--- src/rtl/angle_ctrl_pkg.sv ---
// angle_ctrl_pkg: state encoding, angle constants and shortest-path error helper
package angle_ctrl_pkg;
  localparam int ANGLE_W = 12;
  localparam int FULL_TURN = 4096;
  localparam int HALF_TURN = 2048;
  // bit 2 marks the active states so busy/angle_done come straight off a flop
  typedef enum logic [2:0] {
    IDLE    = 3'b000,
    DONE    = 3'b001,
    FAULT   = 3'b010,
    MEASURE = 3'b100,
    ACCEL   = 3'b101,
    CRUISE  = 3'b110,
    DECEL   = 3'b111
  } state_t;
  typedef struct packed {
    logic dir;
    logic [ANGLE_W-1:0] mag;
  } err_t;
  function automatic err_t angle_err(input logic [ANGLE_W-1:0] tgt, input logic [ANGLE_W-1:0] ang);
    logic [ANGLE_W-1:0] diff;
    err_t e;
    diff = tgt - ang;
    e.dir = diff <= ANGLE_W'(HALF_TURN);
    e.mag = e.dir ? diff : ANGLE_W'(FULL_TURN - int'(diff));
    return e;
  endfunction
  function automatic logic is_motion(input state_t s);
    return s == ACCEL || s == CRUISE || s == DECEL;
  endfunction
endpackage

--- src/rtl/angle_ctrl_pwm_gen.sv ---
// pwm_gen: free-running 8-bit counter compared against duty, registered output
module pwm_gen (
  input  logic       clock,
  input  logic       reset_n,
  input  logic       en,
  input  logic [7:0] duty,
  output logic       pwm
);
  logic [7:0] cnt;
  always_ff @(posedge clock or negedge reset_n) begin
    if (!reset_n) begin
      cnt <= '0;
      pwm <= 1'b0;
    end else begin
      cnt <= cnt + 8'd1;
      pwm <= en && (cnt < duty);
    end
  end
endmodule

--- src/rtl/angle_ctrl.sv ---
// angle_ctrl: closed-loop motor positioner driven by a filtered AS5600 angle
module angle_ctrl
  import angle_ctrl_pkg::*;
#(
  parameter logic [11:0] TOLERANCE  = 12'd8,
  parameter logic [11:0] DECEL_ZONE = 12'd256,
  parameter logic [7:0]  MIN_DUTY   = 8'd40,
  parameter logic [7:0]  MAX_DUTY   = 8'd200,
  parameter logic [15:0] RAMP_DIV   = 16'd1000,
  parameter logic [15:0] SETTLE_CYC = 16'd4000,
  parameter logic [23:0] TIMEOUT    = 24'hFFFFFF
) (
  input  logic               clock,
  input  logic               reset_n,
  input  logic               start_req,
  input  logic [ANGLE_W-1:0] target_angle,
  input  logic               abort,
  input  logic [ANGLE_W-1:0] raw_angle,
  output logic               angle_done,
  output logic               pwm,
  output logic               dir,
  output logic               busy,
  output logic               stall_err
);
  state_t state;
  logic [ANGLE_W-1:0] raw_q, angle, tgt, mag;
  logic dir_c;
  logic [7:0] duty;
  logic [15:0] set_cnt, ramp_cnt;
  logic [23:0] mot_cnt;
  logic ramp_tick, timeout_hit, in_tol, in_decel;
  assign {dir_c, mag} = angle_err(tgt, angle);
  assign ramp_tick = ramp_cnt == RAMP_DIV - 16'd1;
  assign timeout_hit = mot_cnt == TIMEOUT - 24'd1;
  assign in_tol = mag <= TOLERANCE;
  assign in_decel = mag <= DECEL_ZONE;
  assign busy = state[2];
  assign angle_done = ~state[2];
  // the reader shifts bits in serially, so only a value seen twice in a row is trusted
  always_ff @(posedge clock or negedge reset_n) begin
    if (!reset_n) begin
      raw_q <= '0;
      angle <= '0;
    end else begin
      raw_q <= raw_angle;
      if (raw_angle == raw_q) angle <= raw_angle;
    end
  end
  always_ff @(posedge clock or negedge reset_n) begin
    if (!reset_n) begin
      state <= IDLE;
      tgt <= '0;
      duty <= '0;
      dir <= 1'b0;
      stall_err <= 1'b0;
      set_cnt <= '0;
      ramp_cnt <= '0;
      mot_cnt <= '0;
    end else if (abort) begin
      state <= IDLE;
    end else begin
      case (state)
        IDLE, DONE, FAULT: if (start_req) begin
          state <= MEASURE;
          tgt <= target_angle;
          stall_err <= 1'b0;
          set_cnt <= '0;
          ramp_cnt <= '0;
          mot_cnt <= '0;
        end
        MEASURE: begin
          dir <= dir_c;
          if (set_cnt == SETTLE_CYC - 16'd1) begin
            state <= in_tol ? DONE : ACCEL;
            duty <= MIN_DUTY;
          end else set_cnt <= set_cnt + 16'd1;
        end
        default: begin
          mot_cnt <= mot_cnt + 24'd1;
          ramp_cnt <= ramp_tick ? '0 : ramp_cnt + 16'd1;
          if (in_tol) state <= DONE;
          else if (timeout_hit) begin
            state <= FAULT;
            stall_err <= 1'b1;
          end else if (in_decel) state <= DECEL;
          else if (state == ACCEL && duty >= MAX_DUTY) state <= CRUISE;
          if (ramp_tick && state == ACCEL && duty < MAX_DUTY) duty <= duty + 8'd1;
          if (ramp_tick && state == DECEL && duty > MIN_DUTY) duty <= duty - 8'd1;
        end
      endcase
    end
  end
  pwm_gen u_pwm (
    .clock  (clock),
    .reset_n(reset_n),
    .en     (is_motion(state) && !abort),
    .duty   (duty),
    .pwm    (pwm)
  );
endmodule

--- config.mk ---
export PLATFORM = sky130hd
export DESIGN_NAME = angle_ctrl
export DESIGN_NICKNAME = d
export VERILOG_FILES = /design/src/rtl/angle_ctrl_pkg.sv /design/src/rtl/angle_ctrl_pwm_gen.sv /design/src/rtl/angle_ctrl.sv
export SDC_FILE = /design/constraint.sdc
export NUM_CORES = 1
export LEC_CHECK = 0
export CAP_MARGIN = 20
export CORE_MARGIN = 3
export CORE_UTILIZATION = 65
export DETAILED_ROUTE_END_ITERATION = 7
export PLACE_DENSITY = 0.82
export SLEW_MARGIN = 20
export SYNTH_ARGS = -nofsm -noshare
export SYNTH_HDL_FRONTEND = slang
export SYNTH_SLANG_ARGS = --single-unit
--- constraint.sdc ---
create_clock -name clock -period 8.99 [get_ports clock]
set_input_delay 0.899 -clock clock [delete_from_list [all_inputs] [get_ports clock]]
set_output_delay 0.899 -clock clock [all_outputs]
set_load 0.01 [all_outputs]
==> impl_results.md, run 1 <==
* Arrival time of the worst setup path at 4.43 ns
* Area inside the core boundary at 0.00950 mm2
* Required time of the worst setup path at 9.38 ns
* Wire length after detailed routing at 14,500 um
* Number of global-route vias before repair at 5,407
* RR Endpoint: duty[7]
* Synthesized area divided by synthesized cell count at ~9.4 um2
* First-pass GRT wire length at around 25,000 um
* Initial DRC count at 363
* Share of total power in sequential cells at 0.326
* Critical path endpoint category: flop
* Leakage at 3.42 nW
* Switching Fraction at 0.334
* Final #Nets at 790
* # clock sinks at roughly 110
* Internal power contribution at 1.28 mW
* Clock power share at 0.382
* Number of hold-repair buffers added at the cts stage at 0
* Net load switching power at roughly 640 uW
* Layout Cells excl Fill at 872
* Primary FF master, synth: sky130_fd_sc_hd__dfrtp_1
* Overall fraction of global-route tracks in use at 0.276
* Clock insertion delay at the later pin of the skew report at 0.54 ns
* Sum of overflow across all layers after global routing at 0
* Share of layout cells above drive strength 1 at 0.0821
* Library cells used by synthesis at 61
* Final-report setup violation count at 0
* Classification of the worst-slack hold path: primary input to asynchronous set/reset pin
* Series of cell instances along the critical path: or4_1 > nor4_1 > and4_1 > nand4_1 > a31oi_1 > ha_1 > a21o_1 > a21oi_1 > o21bai_1 > a21oi_1 > o21bai_1 > a21oi_1 > xnor2_1 > o21ai_0
* Critical Path Start Type: flop
* Simple logic cell fraction of the synthesized area at 0.212
* Vias post-DR at between 5,000 and 6,000
* Initial core utilization at 0.688
* Post-route setup TNS at 0 ns
* Final clock period utilization by the worst path at 0.449
* Number of buffers between clock root and the deepest sink at 2
* Final worst clock skew at just under 0.01 ns
* Max-slew violation count at 0
* Worst path max stage delay at between 0.6 and 0.7 ns
* Warning count from the yosys run at 0
* Normalized max-slew margin at 0.215
* Height of the die at about 110 um
* Hpwl dp at 9980 um
* Proportion of synthesized flip-flops having asynchronous set or reset at 1.00
* Overall power of the completed layout at 1.93 mW
* P&R area growth vs syn at 16.3%
* Initial DRT Pass Iterations at 5
* Overall die width at 106 um
* Clock period minus worst slack at 4.04 ns
* Total stage count of the critical path at 14
* Most frequent CP cell: sky130_fd_sc_hd__a21oi_1
* Crit path max-delay family: compound AO/OA/AOI/OAI gates
* DRC Markers at 0
* Run status: finished clean
* Area fraction in compound gates after synthesis at 0.130
* Cell type of the slowest stage on the worst timing path: sky130_fd_sc_hd__a31oi_1
* Peak Freq at between 0.2 and 0.25 GHz
* Crit path kind: flop to flop
* Part of the Yosys area used for sequential elements at 0.436
* Post-synthesis share of cell area spent on full adders, half adders and majority gates at 0.0635
* Postcts setup bufs at 0
* Worst Tran Pin Value at 1.17 ns
* ANT nets after route at 0
* RePlAce Congestion at a little under 0.9
* CTS clock-pin slew for the worst setup and hold paths at 0.06 ns
* Share of cell area taken by muxes after synthesis at 0.0300
* Die outline area at ~0.011 mm2
* Buffering stage count on the worst path with inverters included at 0
* Wire length per cell after detailed routing at about 17 um
* Part of the total power dissipated in combinational logic at 0.292
* Unrepaired setup endpoints after global routing: no
* FF+latch count, synth at around 110
* Total standard cell area after synthesis at 0.00654 mm2
* Number of port buffers at 32
* Critical path peak fanout at 9
* Clk root buf: sky130_fd_sc_hd__clkbuf_8
* Total instance count after detailed placement at 840
* Worst hold slack across all endpoints at around 0.42 ns
* Worst Reg2Reg Path Length in Cells at 14
* Synth Area in XOR/XNOR at 0.0949
* # IOs at 33
* Synthesized netlist net count at ~760
* Number of antenna violations at the first check in global routing at 0
* Number of enable-type register cells in the synthesized netlist at 0
* Depth of the CTS H-tree at 4
* Antenna Diode Count at 0
* Number of core rows at 35
* Gate count after technology mapping at between 600 and 700
* Pin count of the biggest net entering global routing at 59
* Final Hold Fails at 0
* Worst reg2reg setup slack at 4.95 ns
* PostCTS Resize Cnt at 0
* Total CTS buffers at 17
* Via density at 6.12
* Power per unit of standard cell area at 254 mW/mm2
* CTS tree: done
* Dominant combinational cell family by area after synthesis: simple AND/OR/NAND/NOR gates
* Reported max-cap violation count at 0
* Reg2reg start: ramp_cnt[12]
* Highest ir drop seen on vdd at approximately 0.21 mV
## registers in the layout, summed over array words and instances, names as in the netlist
signal     cells
angle         12
dir            1
duty           8
mot_cnt       24
ramp_cnt      16
raw_q         12
set_cnt       16
stall_err      1
state          3
tgt           12
u_pwm.cnt      8
u_pwm.pwm      1
## logic make-up after synthesis
logic type      after synthesis
simple gates                277
compound gates              132
flops                       114
xor+xnor                     70
buf+inv                      53
fa+ha+maj                    32
mux                          18
## layout by cell type (no fill, tap or decap), types with 4 or more instances in the layout
master and n:
sky130_fd_sc_hd__xor2_1 42, sky130_fd_sc_hd__nand2b_1 7, sky130_fd_sc_hd__mux2_2 13, sky130_fd_sc_hd__o21ai_0 42, sky130_fd_sc_hd__clkinvlp_4 4, sky130_fd_sc_hd__a21oi_1 34
sky130_fd_sc_hd__inv_1 34, sky130_fd_sc_hd__nor3_1 11, sky130_fd_sc_hd__or3_1 8, sky130_fd_sc_hd__a31oi_1 8, sky130_fd_sc_hd__clkdlybuf4s50_1 31, sky130_fd_sc_hd__nand4_1 18
sky130_fd_sc_hd__bufinv_16 5, sky130_fd_sc_hd__nor4_1 10, sky130_fd_sc_hd__nand2_1 60, sky130_fd_sc_hd__nor2_1 81, sky130_fd_sc_hd__and3_1 17, sky130_fd_sc_hd__dfrtp_1 114
sky130_fd_sc_hd__clkbuf_16 16, sky130_fd_sc_hd__or4_1 5, sky130_fd_sc_hd__xnor2_1 27, sky130_fd_sc_hd__o21bai_1 4, sky130_fd_sc_hd__nor2b_1 4, sky130_fd_sc_hd__a21o_1 8
sky130_fd_sc_hd__mux2i_1 5, sky130_fd_sc_hd__ha_1 30, sky130_fd_sc_hd__nand3_1 30, sky130_fd_sc_hd__nand3b_1 5, sky130_fd_sc_hd__and4_1 7
## per-layer routing
layer  track usage  part of all wire  vias to the layer above
met2         0.465              0.50                      152
li1              -                 -                     2532
met5             0                 0                        -
met3        0.0656             0.043                       31
met1         0.342              0.43                     2622
met4         0.111             0.022                        0
## worst max-delay path by stage
stage	from	to	slack, ns
global placement	ramp_cnt[12]	duty[7]	5.26
finish	ramp_cnt[12]	duty[7]	4.95
global route	ramp_cnt[12]	duty[7]	4.58
detailed placement	ramp_cnt[12]	duty[7]	5.13
CTS	ramp_cnt[12]	duty[7]	5.04
floorplan	ramp_cnt[12]	duty[7]	5.51
## cell usage after synthesis (3+ instances only)
master	n	area, um2
sky130_fd_sc_hd__a21boi_0	3	22.5
sky130_fd_sc_hd__a21o_1	8	60.1
sky130_fd_sc_hd__a21oi_1	34	170
sky130_fd_sc_hd__a31oi_1	8	50.1
sky130_fd_sc_hd__and2_1	3	18.8
sky130_fd_sc_hd__and3_1	17	106
sky130_fd_sc_hd__and4_1	7	61.3
sky130_fd_sc_hd__clkbuf_1	16	60.1
sky130_fd_sc_hd__dfrtp_1	114	2850
sky130_fd_sc_hd__ha_1	30	375
sky130_fd_sc_hd__inv_1	34	128
sky130_fd_sc_hd__mux2_2	13	146
sky130_fd_sc_hd__mux2i_1	5	50.1
sky130_fd_sc_hd__nand2_1	60	225
sky130_fd_sc_hd__nand2b_1	7	43.8
sky130_fd_sc_hd__nand3_1	30	150
sky130_fd_sc_hd__nand3b_1	5	37.5
sky130_fd_sc_hd__nand4_1	18	113
sky130_fd_sc_hd__nor2_1	82	308
sky130_fd_sc_hd__nor2b_1	4	25.0
sky130_fd_sc_hd__nor3_1	11	55.1
sky130_fd_sc_hd__nor4_1	10	62.6
sky130_fd_sc_hd__o211ai_1	3	22.5
sky130_fd_sc_hd__o21a_1	3	22.5
sky130_fd_sc_hd__o21ai_0	42	210
sky130_fd_sc_hd__o21ai_1	3	15.0
sky130_fd_sc_hd__o21bai_1	4	30.0
sky130_fd_sc_hd__or3_1	8	50.1
sky130_fd_sc_hd__or4_1	5	37.5
sky130_fd_sc_hd__xnor2_1	27	236
sky130_fd_sc_hd__xor2_1	42	368
## cell type report
| class | instances | area, um2 |
|---|---|---|
| clock buffers | 19 | 442 |
| clock inverters | 13 | 208 |
| fillers | 618 | 1900 |
| inverters | 34 | 128 |
| multi-input cells | 529 | 3480 |
| flip-flops and latches | 114 | 2850 |
| well taps | 129 | 161 |
| repair buffers | 34 | 333 |
## stage by stage
stage               area (um2)  setup slack [ns]  utilization
finish                    7600              4.95        0.800
global placement          6950              5.26        0.732
global route              7600              4.58        0.800
floorplan                 6540              5.51            -
detailed placement        6950              5.13        0.732
CTS                       7600              5.04        0.800
## power by group through the flow
stage,registers [mW],logic [mW],clock network (mW)
after floorplan,0.612,0.432,0
after global placement,0.632,0.517,0
after detailed placement,0.634,0.550,0
after CTS,0.627,0.556,0.743
after global routing,0.636,0.620,0.765
final,0.628,0.563,0.736
Note: power is estimated with default switching activity, not from simulation.
==> run 2: changes to the inputs <==
--- a/config.mk
+++ b/config.mk
@@ -7,9 +7,9 @@
 export LEC_CHECK = 0
 export CAP_MARGIN = 20
 export CORE_MARGIN = 3
-export CORE_UTILIZATION = 65
+export CORE_UTILIZATION = 61
 export DETAILED_ROUTE_END_ITERATION = 7
-export PLACE_DENSITY = 0.82
+export PLACE_DENSITY = 0.78
 export SLEW_MARGIN = 20
 export SYNTH_ARGS = -nofsm -noshare
 export SYNTH_HDL_FRONTEND = slang
==> constraint.sdc (replaced) <==
create_clock -name clock -period 4.2 [get_ports clock]
set_input_delay 0.42 -clock clock [delete_from_list [all_inputs] [get_ports clock]]
set_output_delay 0.42 -clock clock [all_outputs]
set_load 0.01 [all_outputs]
==> run 2 against run 1 <==
Against the previous run:
- cell area hardly changed
- clock-buffer cell count stayed put
- first-iteration DRC count up 13%
- combinational power grew 110%
- highest routed layer unchanged
- critical path depth is the same
- utilization fell by 6.7 points
- flip-flop and latch count unchanged
==> impl_results.md, run 2 (synthesis results as in run 1) <==
* Buffering stage count on the worst path with inverters included at 2 (+2)
* Most frequent CP cell: sky130_fd_sc_hd__inv_1
* Max reg flops at 24 (unchanged)
* Share of layout cells above drive strength 1 at 0.0869 (+0.00480)
* Depth of the CTS H-tree at 4 (unchanged)
* Critical path endpoint category: flop
* ANT nets after route at 0 (unchanged)
* Reg2reg start: tgt[0]
* Clk root buf: sky130_fd_sc_hd__clkbuf_8
* Hpwl dp at 9870 um (-1.1%)
* Final #Nets at 795 (+0.63%)
* Critical path peak fanout at 5 (-4)
* Worst hold slack across all endpoints at 0.391 ns (-0.0247 ns)
* Post-route setup TNS at 0 ns (unchanged)
* Wire length per cell after detailed routing at 15.9 um (-4.6%)
* Fin worst setup slack at 0.554 ns (-4.40 ns)
* Vias post-DR at 5,245 (-1.7%)
* CTS tree: done
* Clock insertion delay at the later pin of the skew report at 0.53 ns (about the same)
* CTS clock-pin slew for the worst setup and hold paths at 0.06 ns (about the same)
* Max-slew violation count at 0 (unchanged)
* Initial DRC count at 411 (+13%)
* Via density at 5.93 (-3.1%)
* Height of the die at 110 um (+3.0%)
* P&R area growth vs syn at 16.3% (about the same)
* Layer with the highest usage: met2
* Overall power of the completed layout at 4.00 mW (+110%)
* Normalized max-slew margin at 0.314 (+0.0997)
* Final clock period utilization by the worst path at 0.868 (+0.419)
* Leakage at 3.42 nW (about the same)
* Final Hold Fails at 0 (unchanged)
* Overall die width at 110 um (+3.0%)
* Post-layout utilization of the core at 0.733 (-0.0668)
* Cell type of the slowest stage on the worst timing path: sky130_fd_sc_hd__fa_1
* Post-Place Setup Slack at 0.618 ns (-4.51 ns)
* Number of core rows at 37 (+5.7%)
* Classification of the worst-slack hold path: primary input to asynchronous set/reset pin
* Required time of the worst setup path at 4.60 ns (-4.78 ns)
* Layout Cells excl Fill at 884 (+1.4%)
* Worst path max stage delay at 0.42 ns (-0.25 ns)
* Final worst clock skew at 0.0101 ns (+0.000409 ns)
* Area after detailed placement at 0.00699 mm2 (+0.56%)
* Most common library cell in the layout ignoring fill and taps: sky130_fd_sc_hd__dfrtp_1
* Peak Freq at 0.274 GHz (+11%)
* Largest registers: mot_cnt x24, ramp_cnt x16, set_cnt x16
* Total stage count of the critical path at 14 (unchanged)
* Met3 Track Usage GR at 0.0558 (-0.00979)
* Worst reg2reg setup slack at 0.55 ns (-4.40 ns)
* Final instance area at 0.00760 mm2 (about the same)
* RePlAce Congestion at 0.849 (-4.1%)
* PostCTS Resize Cnt at 0 (unchanged)
* Worst Tran Pin Value at 1.02 ns (-0.148 ns)
* Run status: finished clean
* Pin count of the biggest net entering global routing at 43 (-27%)
* Series of cell instances along the critical path: inv_1 > ha_1 > inv_1 > fa_1 > xnor2_1 > and2_1 > o221ai_1 > a211oi_4 > nand3_2 > o21ai_0 > a21oi_1 > o211ai_1 > nand2_1 > o41ai_1
* Largest register by flop count: mot_cnt
* Unrepaired setup endpoints after global routing: no
* Overall fraction of global-route tracks in use at 0.256 (-0.0202)
* Clock period minus worst slack at 3.65 ns (-0.391 ns)
* Number of buffers between clock root and the deepest sink at 2 (unchanged)
* Crit path max-delay family: compound AO/OA/AOI/OAI gates
* Number of antenna violations at the first check in global routing at 0 (unchanged)
* Critical Path Start Type: flop
* First-pass GRT wire length at 24,100 um (-3.6%)
* Postcts setup bufs at 0 (unchanged)
* Final-report setup violation count at 0 (unchanged)
* Number of global-route vias before repair at 5,126 (-5.2%)
* Fraction of met1 tracks used by global routing at 0.338 (-0.00466)
* Total CTS buffers at 17 (unchanged)
* Initial DRT Pass Iterations at 5 (unchanged)
* # IOs at 33 (unchanged)
* Number of hold-repair buffers added at the cts stage at 1 (+1)
* Met2 Use GR at 0.411 (-0.0545)
* Total instance count after detailed placement at 851 (+1.3%)
* Crit path kind: flop to flop
* Area inside the core boundary at 0.0104 mm2 (+9.1%)
* Highest ir drop seen on vdd at 0.431 mV (+100%)
* Antenna Diode Count at 0 (unchanged)
* Die outline area at 0.0120 mm2 (+6.2%)
* Wire length after detailed routing at 14,100 um (-3.3%)
* Power per unit of standard cell area at 526 mW/mm2 (+110%)
* CP startpoint: tgt[0]
* Reported max-cap violation count at 0 (unchanged)
* Worst Reg2Reg Path Length in Cells at 14 (unchanged)
* Number of port buffers at 32 (unchanged)
* Fill cell instance count of the final layout at 757 (+22%)
* DRC Markers at 0 (unchanged)
* Initial core utilization at 0.630 (-0.0575)
* # clock sinks at 114 (unchanged)
* Sum of overflow across all layers after global routing at 0 (unchanged)
* Most frequent cells in the layout: sky130_fd_sc_hd__dfrtp_1 (114), sky130_fd_sc_hd__nor2_1 (81), sky130_fd_sc_hd__nand2_1 (60), sky130_fd_sc_hd__o21ai_0 (42), sky130_fd_sc_hd__xor2_1 (42)
* Arrival time of the worst setup path at 4.05 ns (-0.38 ns)
## run 2: changes by cell type in the layout (fill, tap and decap cells not counted)
cell                            delta
sky130_fd_sc_hd__clkinvlp_4        +1
sky130_fd_sc_hd__buf_4             +4
sky130_fd_sc_hd__bufinv_16         -2
sky130_fd_sc_hd__dlygate4sd3_1     +1
sky130_fd_sc_hd__clkinv_2          +1
## run 2: final cells by class
cell class                 instances  area, um2  share of cell area
sequential                       114       2850               0.375
tap                              136        170              0.0224
clock inverter                    13        160              0.0211
inverter                          34        128              0.0168
timing repair buffer              39        373              0.0490
clock buffer                      19        442              0.0581
multi-input combinational        529       3480               0.457
## run 2: power breakdown
part / internal (mW) / total, mW / switching (mW)
Clock: 0.931 / 1.45 / 0.514
Combinational: 0.486 / 1.21 / 0.721
Sequential: 1.22 / 1.35 / 0.126
## run 2: layer usage
layer / up-vias / wire, um
met2: 128 / 6910
met5: - / 0
li1: 2549 / -
met4: 0 / 276
met1: 2537 / 6430
met3: 31 / 458
## run 2: path summary, 6_finish.rpt
path                           endpoint
setup / recovery               state[0]
hold / removal                   tgt[4]
setup reg to reg               state[0]
hold reg to reg            u_pwm.cnt[7]
max in group asynchronous   mot_cnt[20]
min in group clock             raw_q[4]
